===== src/rtl/scan_chain_ctrl.sv =====
// scan_chain_ctrl: drives one internal scan chain through a test sequence:
// serial load of a stimulus pattern (MSB first), a run of functional capture
// clocks, serial unload of the captured state, then a compare against the
// expected response.
//
// Chain convention: each shift moves bits toward the MSB, scan_in enters the
// LSB and scan_out_dut is the chain MSB.
//
// Optional feature: define SCAN_CTRL_MASK_EN to add a compare_mask port.
// Mask bits set to 1 are ignored by the compare.
//
// Handshake: start is a level request that is only looked at in IDLE. A high
// start at an IDLE clock edge is the accepted request. busy then stays high
// until the DONE cycle has ended, and done is high for that one DONE cycle.
// The result (captured, pass) is valid from done until the next accepted start.
module scan_chain_ctrl #(
    parameter int CHAIN_LEN      = 8,
    parameter int CAPTURE_CYCLES = 1
) (
    input  logic                 clk,
    input  logic                 rst,
    input  logic                 start,
    input  logic [CHAIN_LEN-1:0] pattern,
    input  logic [CHAIN_LEN-1:0] expected,
`ifdef SCAN_CTRL_MASK_EN
    input  logic [CHAIN_LEN-1:0] compare_mask,
`endif
    input  logic                 scan_out_dut,
    output logic                 scan_en,
    output logic                 scan_in,
    output logic                 func_en,
    output logic                 busy,
    output logic                 done,
    output logic                 pass,
    output logic [CHAIN_LEN-1:0] captured
);

    // One counter serves every timed state, so size it for the longest one.
    localparam int MAX_CNT = (CHAIN_LEN > CAPTURE_CYCLES) ? CHAIN_LEN : CAPTURE_CYCLES;
    localparam int CNT_W   = $clog2(MAX_CNT + 1);

    localparam logic [CNT_W-1:0] SHIFT_LAST = CNT_W'(CHAIN_LEN - 1);
    localparam logic [CNT_W-1:0] CAP_LAST   = CNT_W'(CAPTURE_CYCLES - 1);

    typedef enum logic [2:0] {
        ST_IDLE    = 3'd0,
        ST_SHIFT   = 3'd1,
        ST_CAPTURE = 3'd2,
        ST_UNLOAD  = 3'd3,
        ST_DONE    = 3'd4
    } state_t;

    state_t               state_q, state_d;
    logic [CNT_W-1:0]     cnt_q, cnt_d;

    // The pattern is held in a shift register, so scan_in always comes from
    // its MSB. That keeps scan_in a plain register output.
    logic [CHAIN_LEN-1:0] pat_sh_q, pat_sh_d;
    logic [CHAIN_LEN-1:0] exp_q, exp_d;
    logic [CHAIN_LEN-1:0] captured_q, captured_d;
    logic                 pass_q, pass_d;
`ifdef SCAN_CTRL_MASK_EN
    logic [CHAIN_LEN-1:0] mask_q, mask_d;
`endif

    logic [CHAIN_LEN-1:0] unload_word;
    logic                 match;

    // Value that captured takes at the next unload edge, and its compare.
    assign unload_word = {captured_q[CHAIN_LEN-2:0], scan_out_dut};
`ifdef SCAN_CTRL_MASK_EN
    assign match = (((unload_word ^ exp_q) & ~mask_q) == '0);
`else
    assign match = (unload_word == exp_q);
`endif

    // State and counter registers.
    always_ff @(posedge clk or posedge rst) begin
        if (rst) begin
            state_q <= ST_IDLE;
            cnt_q   <= '0;
        end else begin
            state_q <= state_d;
            cnt_q   <= cnt_d;
        end
    end

    // Next state, counter and chain drives. The outputs depend only on
    // registered state, never on start or scan_out_dut.
    always_comb begin
        state_d = state_q;
        cnt_d   = cnt_q;
        scan_en = 1'b0;
        scan_in = 1'b0;
        func_en = 1'b0;
        busy    = 1'b0;
        done    = 1'b0;
        unique case (state_q)
            ST_IDLE: begin
                if (start) begin
                    state_d = ST_SHIFT;
                    cnt_d   = '0;
                end
            end
            ST_SHIFT: begin
                scan_en = 1'b1;
                scan_in = pat_sh_q[CHAIN_LEN-1];
                busy    = 1'b1;
                if (cnt_q == SHIFT_LAST) begin
                    state_d = ST_CAPTURE;
                    cnt_d   = '0;
                end else begin
                    cnt_d = cnt_q + CNT_W'(1);
                end
            end
            ST_CAPTURE: begin
                func_en = 1'b1;
                busy    = 1'b1;
                if (cnt_q == CAP_LAST) begin
                    state_d = ST_UNLOAD;
                    cnt_d   = '0;
                end else begin
                    cnt_d = cnt_q + CNT_W'(1);
                end
            end
            ST_UNLOAD: begin
                scan_en = 1'b1;
                busy    = 1'b1;
                if (cnt_q == SHIFT_LAST) begin
                    state_d = ST_DONE;
                    cnt_d   = '0;
                end else begin
                    cnt_d = cnt_q + CNT_W'(1);
                end
            end
            ST_DONE: begin
                busy    = 1'b1;
                done    = 1'b1;
                state_d = ST_IDLE;
                cnt_d   = '0;
            end
            default: begin
                state_d = ST_IDLE;
                cnt_d   = '0;
            end
        endcase
    end

    // Next values for the datapath: latch on accept, shift out while
    // loading, shift in while unloading, and register the compare on the
    // final unload edge.
    always_comb begin
        pat_sh_d   = pat_sh_q;
        exp_d      = exp_q;
        captured_d = captured_q;
        pass_d     = pass_q;
`ifdef SCAN_CTRL_MASK_EN
        mask_d     = mask_q;
`endif
        unique case (state_q)
            ST_IDLE: begin
                if (start) begin
                    pat_sh_d   = pattern;
                    exp_d      = expected;
                    captured_d = '0;
                    pass_d     = 1'b0;
`ifdef SCAN_CTRL_MASK_EN
                    mask_d     = compare_mask;
`endif
                end
            end
            ST_SHIFT: begin
                pat_sh_d = {pat_sh_q[CHAIN_LEN-2:0], 1'b0};
            end
            ST_UNLOAD: begin
                captured_d = unload_word;
                if (cnt_q == SHIFT_LAST) begin
                    pass_d = match;
                end
            end
            default: begin
            end
        endcase
    end

    // Datapath registers.
    always_ff @(posedge clk or posedge rst) begin
        if (rst) begin
            pat_sh_q   <= '0;
            exp_q      <= '0;
            captured_q <= '0;
            pass_q     <= 1'b0;
`ifdef SCAN_CTRL_MASK_EN
            mask_q     <= '0;
`endif
        end else begin
            pat_sh_q   <= pat_sh_d;
            exp_q      <= exp_d;
            captured_q <= captured_d;
            pass_q     <= pass_d;
`ifdef SCAN_CTRL_MASK_EN
            mask_q     <= mask_d;
`endif
        end
    end

    assign captured = captured_q;
    assign pass     = pass_q;

endmodule


===== config.mk =====
export PLATFORM = sky130hd
export DESIGN_NAME = scan_chain_ctrl
export DESIGN_NICKNAME = d
export VERILOG_FILES = /design/src/rtl/scan_chain_ctrl.sv
export SDC_FILE = /design/constraint.sdc
export NUM_CORES = 1
export LEC_CHECK = 0
export BUFFER_PORTS_ARGS = -buffer_cell sky130_fd_sc_hd__buf_2
export CORE_UTILIZATION = 45
export DETAILED_ROUTE_END_ITERATION = 10
export GPL_TIMING_DRIVEN = 0
export PLACE_DENSITY = 0.69
export SLEW_MARGIN = 20
export SYNTH_ARGS = -nofsm -noshare
export SYNTH_HDL_FRONTEND = slang
export SYNTH_SLANG_ARGS = --single-unit

===== constraint.sdc =====
create_clock -name clk -period 1.64 [get_ports clk]
set_input_delay 0.328 -clock clk [delete_from_list [all_inputs] [get_ports clk]]
set_output_delay 0.328 -clock clk [all_outputs]
set_load 0.1 [all_outputs]

[Word-level counts from Yosys, hierarchy flattened]
Index checks and enable logic that the tools add are counted.
Word-level totals
  word-level logic and storage cells: 49
  register bits after elaboration: 32
Cells by class
  reductions and logical operators: 11
  $add $sub $neg: 1
  muxes and demuxes: 21
  equal/unequal tests: 10
Operators with widths (count)
  8-bit one-hot mux with 2 select lines: 2
  8-bit two-way mux: 2
  3-bit two-way mux: 4
  4-bit two-way mux: 3
  3-bit one-hot mux with 4 select lines: 1
  4-bit one-hot mux with 3 select lines: 1
  8-bit == test: 1
  2-bit != test, second input constant: 4
  1-bit two-way mux: 7
  3-bit by 2-bit == test with 1-bit output, second input constant: 2
  2-bit AND reduction: 3
  4-bit by 1-bit adder with 4-bit output, second input constant: 1
  4-bit by 3-bit == test with 1-bit output, second input constant: 1
  4-bit logical NOT: 1
  4-bit AND reduction: 1
  2-bit nonzero test: 2
  4-bit OR reduction: 1
  3-bit by 1-bit == test with 1-bit output, second input constant: 1
  3-bit == test, second input constant: 1
  3-bit logical NOT: 1
  3-bit AND reduction: 1
  1-bit one-hot mux with 2 select lines: 1
  2-bit OR reduction: 1

[Longest topological paths before layout]
  depth after elaboration: 3
  mapped depth: 7

[Worst setup path after synthesis]
No wires, ideal clock.
  path type: register to register
  start point: reg state_q[1]
  end point: reg cnt_q[3]
  stages on the path, launching flop included: 6
  setup slack: -1.950 ns
  required time: 1.554 ns
  buffers on the path: 1
  data arrival time: 3.503 ns
  cell sequence: dfrtp_1 > buf_2 > nor3b_1 > a21boi_0 > nor2_1 > nor3_1
On the way
  longest elaborated chain between the ends: 3
Ends and longest elaborated chain
  start, declared: line 53  | state_t state_q, state_d;
  start signal, assigned: line 83  | state_q <= state_d;
  3-bit by 2-bit == test with 1-bit output or 3-bit by 1-bit == test with 1-bit output (tied branches): line 98  | unique case (state_q)
  2-bit OR reduction (no source line)
  4-bit one-hot mux with 3 select lines: line 98
  end signal, assigned: line 84  | cnt_q <= cnt_d;
  end, declared: line 54  | logic [CNT_W-1:0] cnt_q, cnt_d;
Several ways; a longest one is shown, not always the timed one.
A chain may end at the register's enable or synchronous reset.

[Final worst setup path]
  start point: reg state_q[2]
  end point: out scan_in
On the way
  longest elaborated chain between the ends: 2
Ends and longest elaborated chain
  3-bit by 1-bit == test with 1-bit output: line 98
  1-bit two-way mux: line 98
  end, declared: line 30  | output logic scan_in,
Every way passes these cells.

==> results.py <==
metrics = {
    "final_layout": {
        "final.fill_count": 249,
        "syn2layout_area_growth_pct": 37.5,
        "layout.area.seq_um2": 806,
        "final_core_util_pct": 67.1,
        "antenna-diode-count": 0,
        "final_layout_size_suffix_gt1_share_pct": 42.8,
        "finish.net_count": 222,
        "multiInputGateArea_um2": 753,
        "finish.instance_area_um2": 2100,
    },
    "floorplanning": {
        "die_area_um2": 3630,
        "floorplan.die.height_um": 60.2,
        "initial_utilization_pct": 48.8,
        "placementRows": 20,
        "die_x_um": 60.2,
        "boundaryPins": 34,
        "core_footprint_um2": 3130,
    },
    "synth": {
        "dominantRegCellSynth": "sky130_fd_sc_hd__dfrtp_1",
        "leading_post_synthesis_cells_by_cell_area": "sky130_fd_sc_hd__dfrtp_1, sky130_fd_sc_hd__mux2_2, sky130_fd_sc_hd__nand2_1",
        "synth.top_cell.area_share_pct": 52.5,
        "synth_common_cells": "sky130_fd_sc_hd__dfrtp_1, sky130_fd_sc_hd__nand2_1, sky130_fd_sc_hd__o21ai_0",
        "synth.ff_latch_count": 32,
        "yosysSeqAreaShare_pct": 52.5,
        "ys_async_sr_fraction_pct": 100,
        "synth.most_common_cell": "sky130_fd_sc_hd__dfrtp_1",
        "syn_avg_cell_area_um2": 10.6,
        "yosysWarnings": 0,
        "syn_inst": 144,
        "post_synth_instance_area_um2": 1530,
        "synth.distinct_cells": 32,
        "yosysTopAreaCell": "sky130_fd_sc_hd__dfrtp_1",
        "mappedNetlistNets": 166,
        "synth_enable_flop_cells": 0,
    },
    "worst_setup_path": {
        "timing.critical_path.fanout_max": 5,
        "path_cells": "buf_6, nand2b_4, nor2_4, and2_4, buf_12",
        "worst-endpoint-required_ps": 1310,
        "startpoint_type": "flip-flop",
        "critPathCaptureType": "output port",
        "cpPeakStageDelay_ps": 390,
        "crit-reg2reg-launch": "state_q[2]",
        "arrival_ps": 1430,
        "worst_setup_path_startpoint": "state_q[2]",
        "cpMaxStageDelayCell": "sky130_fd_sc_hd__dfrtp_1",
        "critical_path_class": "reg -> out",
    },
    "sta": {
        "finalHoldViolations": 0,
        "max_slew.worst_pin.slew_ps": 654,
        "timing.slew.headroom_pct": 56.3,
        "report.final.setup_viol": 6,
        "fin_ws_ps": -119,
        "rsz0062_at_grt": "yes",
        "hold-worst-slack_ps": 62.8,
        "final.min_clock_period_ps": 1760,
        "timing.fmax_mhz": 569,
        "final.period_utilization_pct": 107,
        "clock-skew-final_ps": 13.0,
        "drv_slew": 0,
    },
    "drt": {
        "avgRoutedWirePerCell_um": 14.1,
        "drt_pre_antenna_iters": 4,
        "detail-route-antenna-nets": 0,
        "detail_route.drc_violations": 0,
        "drt-total-wl_um": 3460,
        "avgViaCountPerCell": 5.24,
        "drt_first_iter_violations": 70,
        "via_count": 1284,
    },
    "power": {
        "p_comb_share_pct": 56.3,
        "power.switching_mw": 1.99,
        "intPower_mw": 2.12,
        "switching_share_pct": 48.3,
        "power.density_nw_per_um2": 1960,
        "irDropWorstVdd_v": 0.00105,
        "static-leakage-power_nw": 1.02,
        "share_of_total_power_in_the_clock_network_pct": 10.6,
        "seq_power_share_pct": 33.1,
    },
    "grt": {
        "grt_util_all_layers_pct": 20.8,
        "globalRoute.totalOverflow": 0,
        "grt_antenna_before_repair": 0,
        "grt_max_degree": 33,
        "grt_first_pass_wirelength_um": 5240,
        "via_count_of_the_first_global_routing_pass": 1157,
    },
    "place": {
        "port_buffers": 33,
        "final_hpwl_from_detailed_placement_um": 2170,
        "placed_area_um2": 1800,
        "globalplace.congestion": 0.732,
    },
    "clock_tree": {
        "tritoncts": "yes",
        "cts.htree.levels": 2,
        "cts-buffers-inserted": 5,
        "cts.sinks": 32,
        "cts_max_path_buffers": 2,
        "cts.hold.buffers_added": 0,
        "clk_tree_root_cell": "sky130_fd_sc_hd__clkbuf_4",
        "clk_transition_reported_paths_ps": 110,
        "clk_latency_ps": 340,
    },
    "job": {
        "timing.max_cap.violations": 0,
    },
    "worst_hold_path": {
        "min_path_type": "in -> async",
    },
    "run_status": {
        "failed_checks": "negative setup slack",
        "status": "finished, violations left",
    },
}
==> per-layer routing <==
| metal | vias up | global-route usage (%) | wire length [um] |
|---|---|---|---|
| li1 | 607 | - | - |
| met1 | 621 | 25.9 | 1440 |
| met2 | 50 | 31.7 | 1740 |
| met3 | 6 | 8.23 | 218 |
| met4 | 0 | 8.97 | 64 |
| met5 | - | 0 | 0 |
==> repair_timing <==
action | in CTS | in global routing
endpoints found under the setup margin | 31 | 24
buffers inserted | 5 | 11
gates resized for setup | 22 | 17
pin swaps | 3 | 5
gates cloned | 0 | 1
==> power groups by stage <==
stage / combinational [mW] / clock, mW / sequential [mW]
2_1_floorplan: 1.13 / 0 / 1.85
3_3_place_gp: 1.94 / 0 / 1.36
3_5_place_dp: 1.98 / 0 / 1.37
4_1_cts: 2.14 / 0.437 / 1.36
5_1_grt: 2.47 / 0.489 / 1.40
6_report: 2.31 / 0.435 / 1.36
==> per-stage QoR <==
stage	setup WS (ps)	cells	power, mW	TNS [ps]
after detailed placement	-505	221	3.35	-4030
final	-119	245	4.11	-378
after global routing	-186	245	4.36	-1120
after global placement	-486	221	3.30	-3210
after CTS	-159	234	3.94	-644
after floorplan	-333	144	2.98	-3460
==> worst paths after layout <==
| kind | end | slack, ps | cells past startpoint |
|---|---|---|---|
| min in group clk | pat_sh_q[0] | 200 | 3 |
| hold / removal | exp_q[3] | 60 | 2 |
| setup / recovery | scan_in | -120 | 5 |
| setup reg to reg | pass | -90 | 7 |
| hold reg to reg | pat_sh_q[6] | 490 | 1 |
| max in group asynchronous | state_q[0] | 1100 | 2 |
==> cells in the final DEF (no fill, tap or decap), drive strengths merged <==
cell / Yosys / routed
nor3: 2 / 2
nand2: 22 / 22
nand3: 1 / 1
nor3b: 2 / 2
a21boi: 1 / 1
and3b: 1 / 1
or4: 1 / 1
o22ai: 1 / 1
xor2: 2 / 2
nor2: 8 / 8
o21ai: 14 / 14
nor2b: 1 / 1
inv: 4 / 3
xnor2: 9 / 9
nor4b: 2 / 2
clkbuf: 2 / 9
a22o: 7 / 7
ha: 2 / 2
dfrtp: 32 / 32
nand3b: 2 / 2
and2: 3 / 3
buf: 4 / 53
nand4: 1 / 1
nor4: 1 / 1
a21o: 7 / 7
clkinv: 0 / 1
nand2b: 1 / 1
o2111ai: 1 / 1
clkinvlp: 0 / 1
mux2: 8 / 8
a21oi: 2 / 2
==> final cells by class <==
| type | instances | share of cell area [%] |
|---|---|---|
| Sequential cell | 32 | 38.4 |
| Multi-Input combinational cell | 102 | 35.9 |
| Timing Repair Buffer | 50 | 17.5 |
| Tap cell | 44 | 2.62 |
| Buffer | 5 | 2.33 |
| Clock buffer | 7 | 2.15 |
| Inverter | 4 | 0.894 |
| Clock inverter | 1 | 0.239 |
==> worst max-delay path, delay by kind of cell (launching register included) <==
family | cells | cell delay [ps]
and+or+nand+nor | 3 | 410
DFF | 1 | 390
buffers and inverters | 2 | 290
==> flip-flops by register name, indices dropped and copies added (netlist names) <==
| register | cells |
|---|---|
| captured | 8 |
| cnt_q | 4 |
| exp_q | 8 |
| pass | 1 |
| pat_sh_q | 8 |
| state_q | 3 |
==> logic make-up after synthesis <==
group,synth area share (%)
xor+xnor,6.31
fa+ha+maj,1.64
buf+inv,3.11
mux,5.90
flops,52.5
simple gates,16.4
compound gates,14.2
Note: power is estimated with default switching activity, not from simulation.
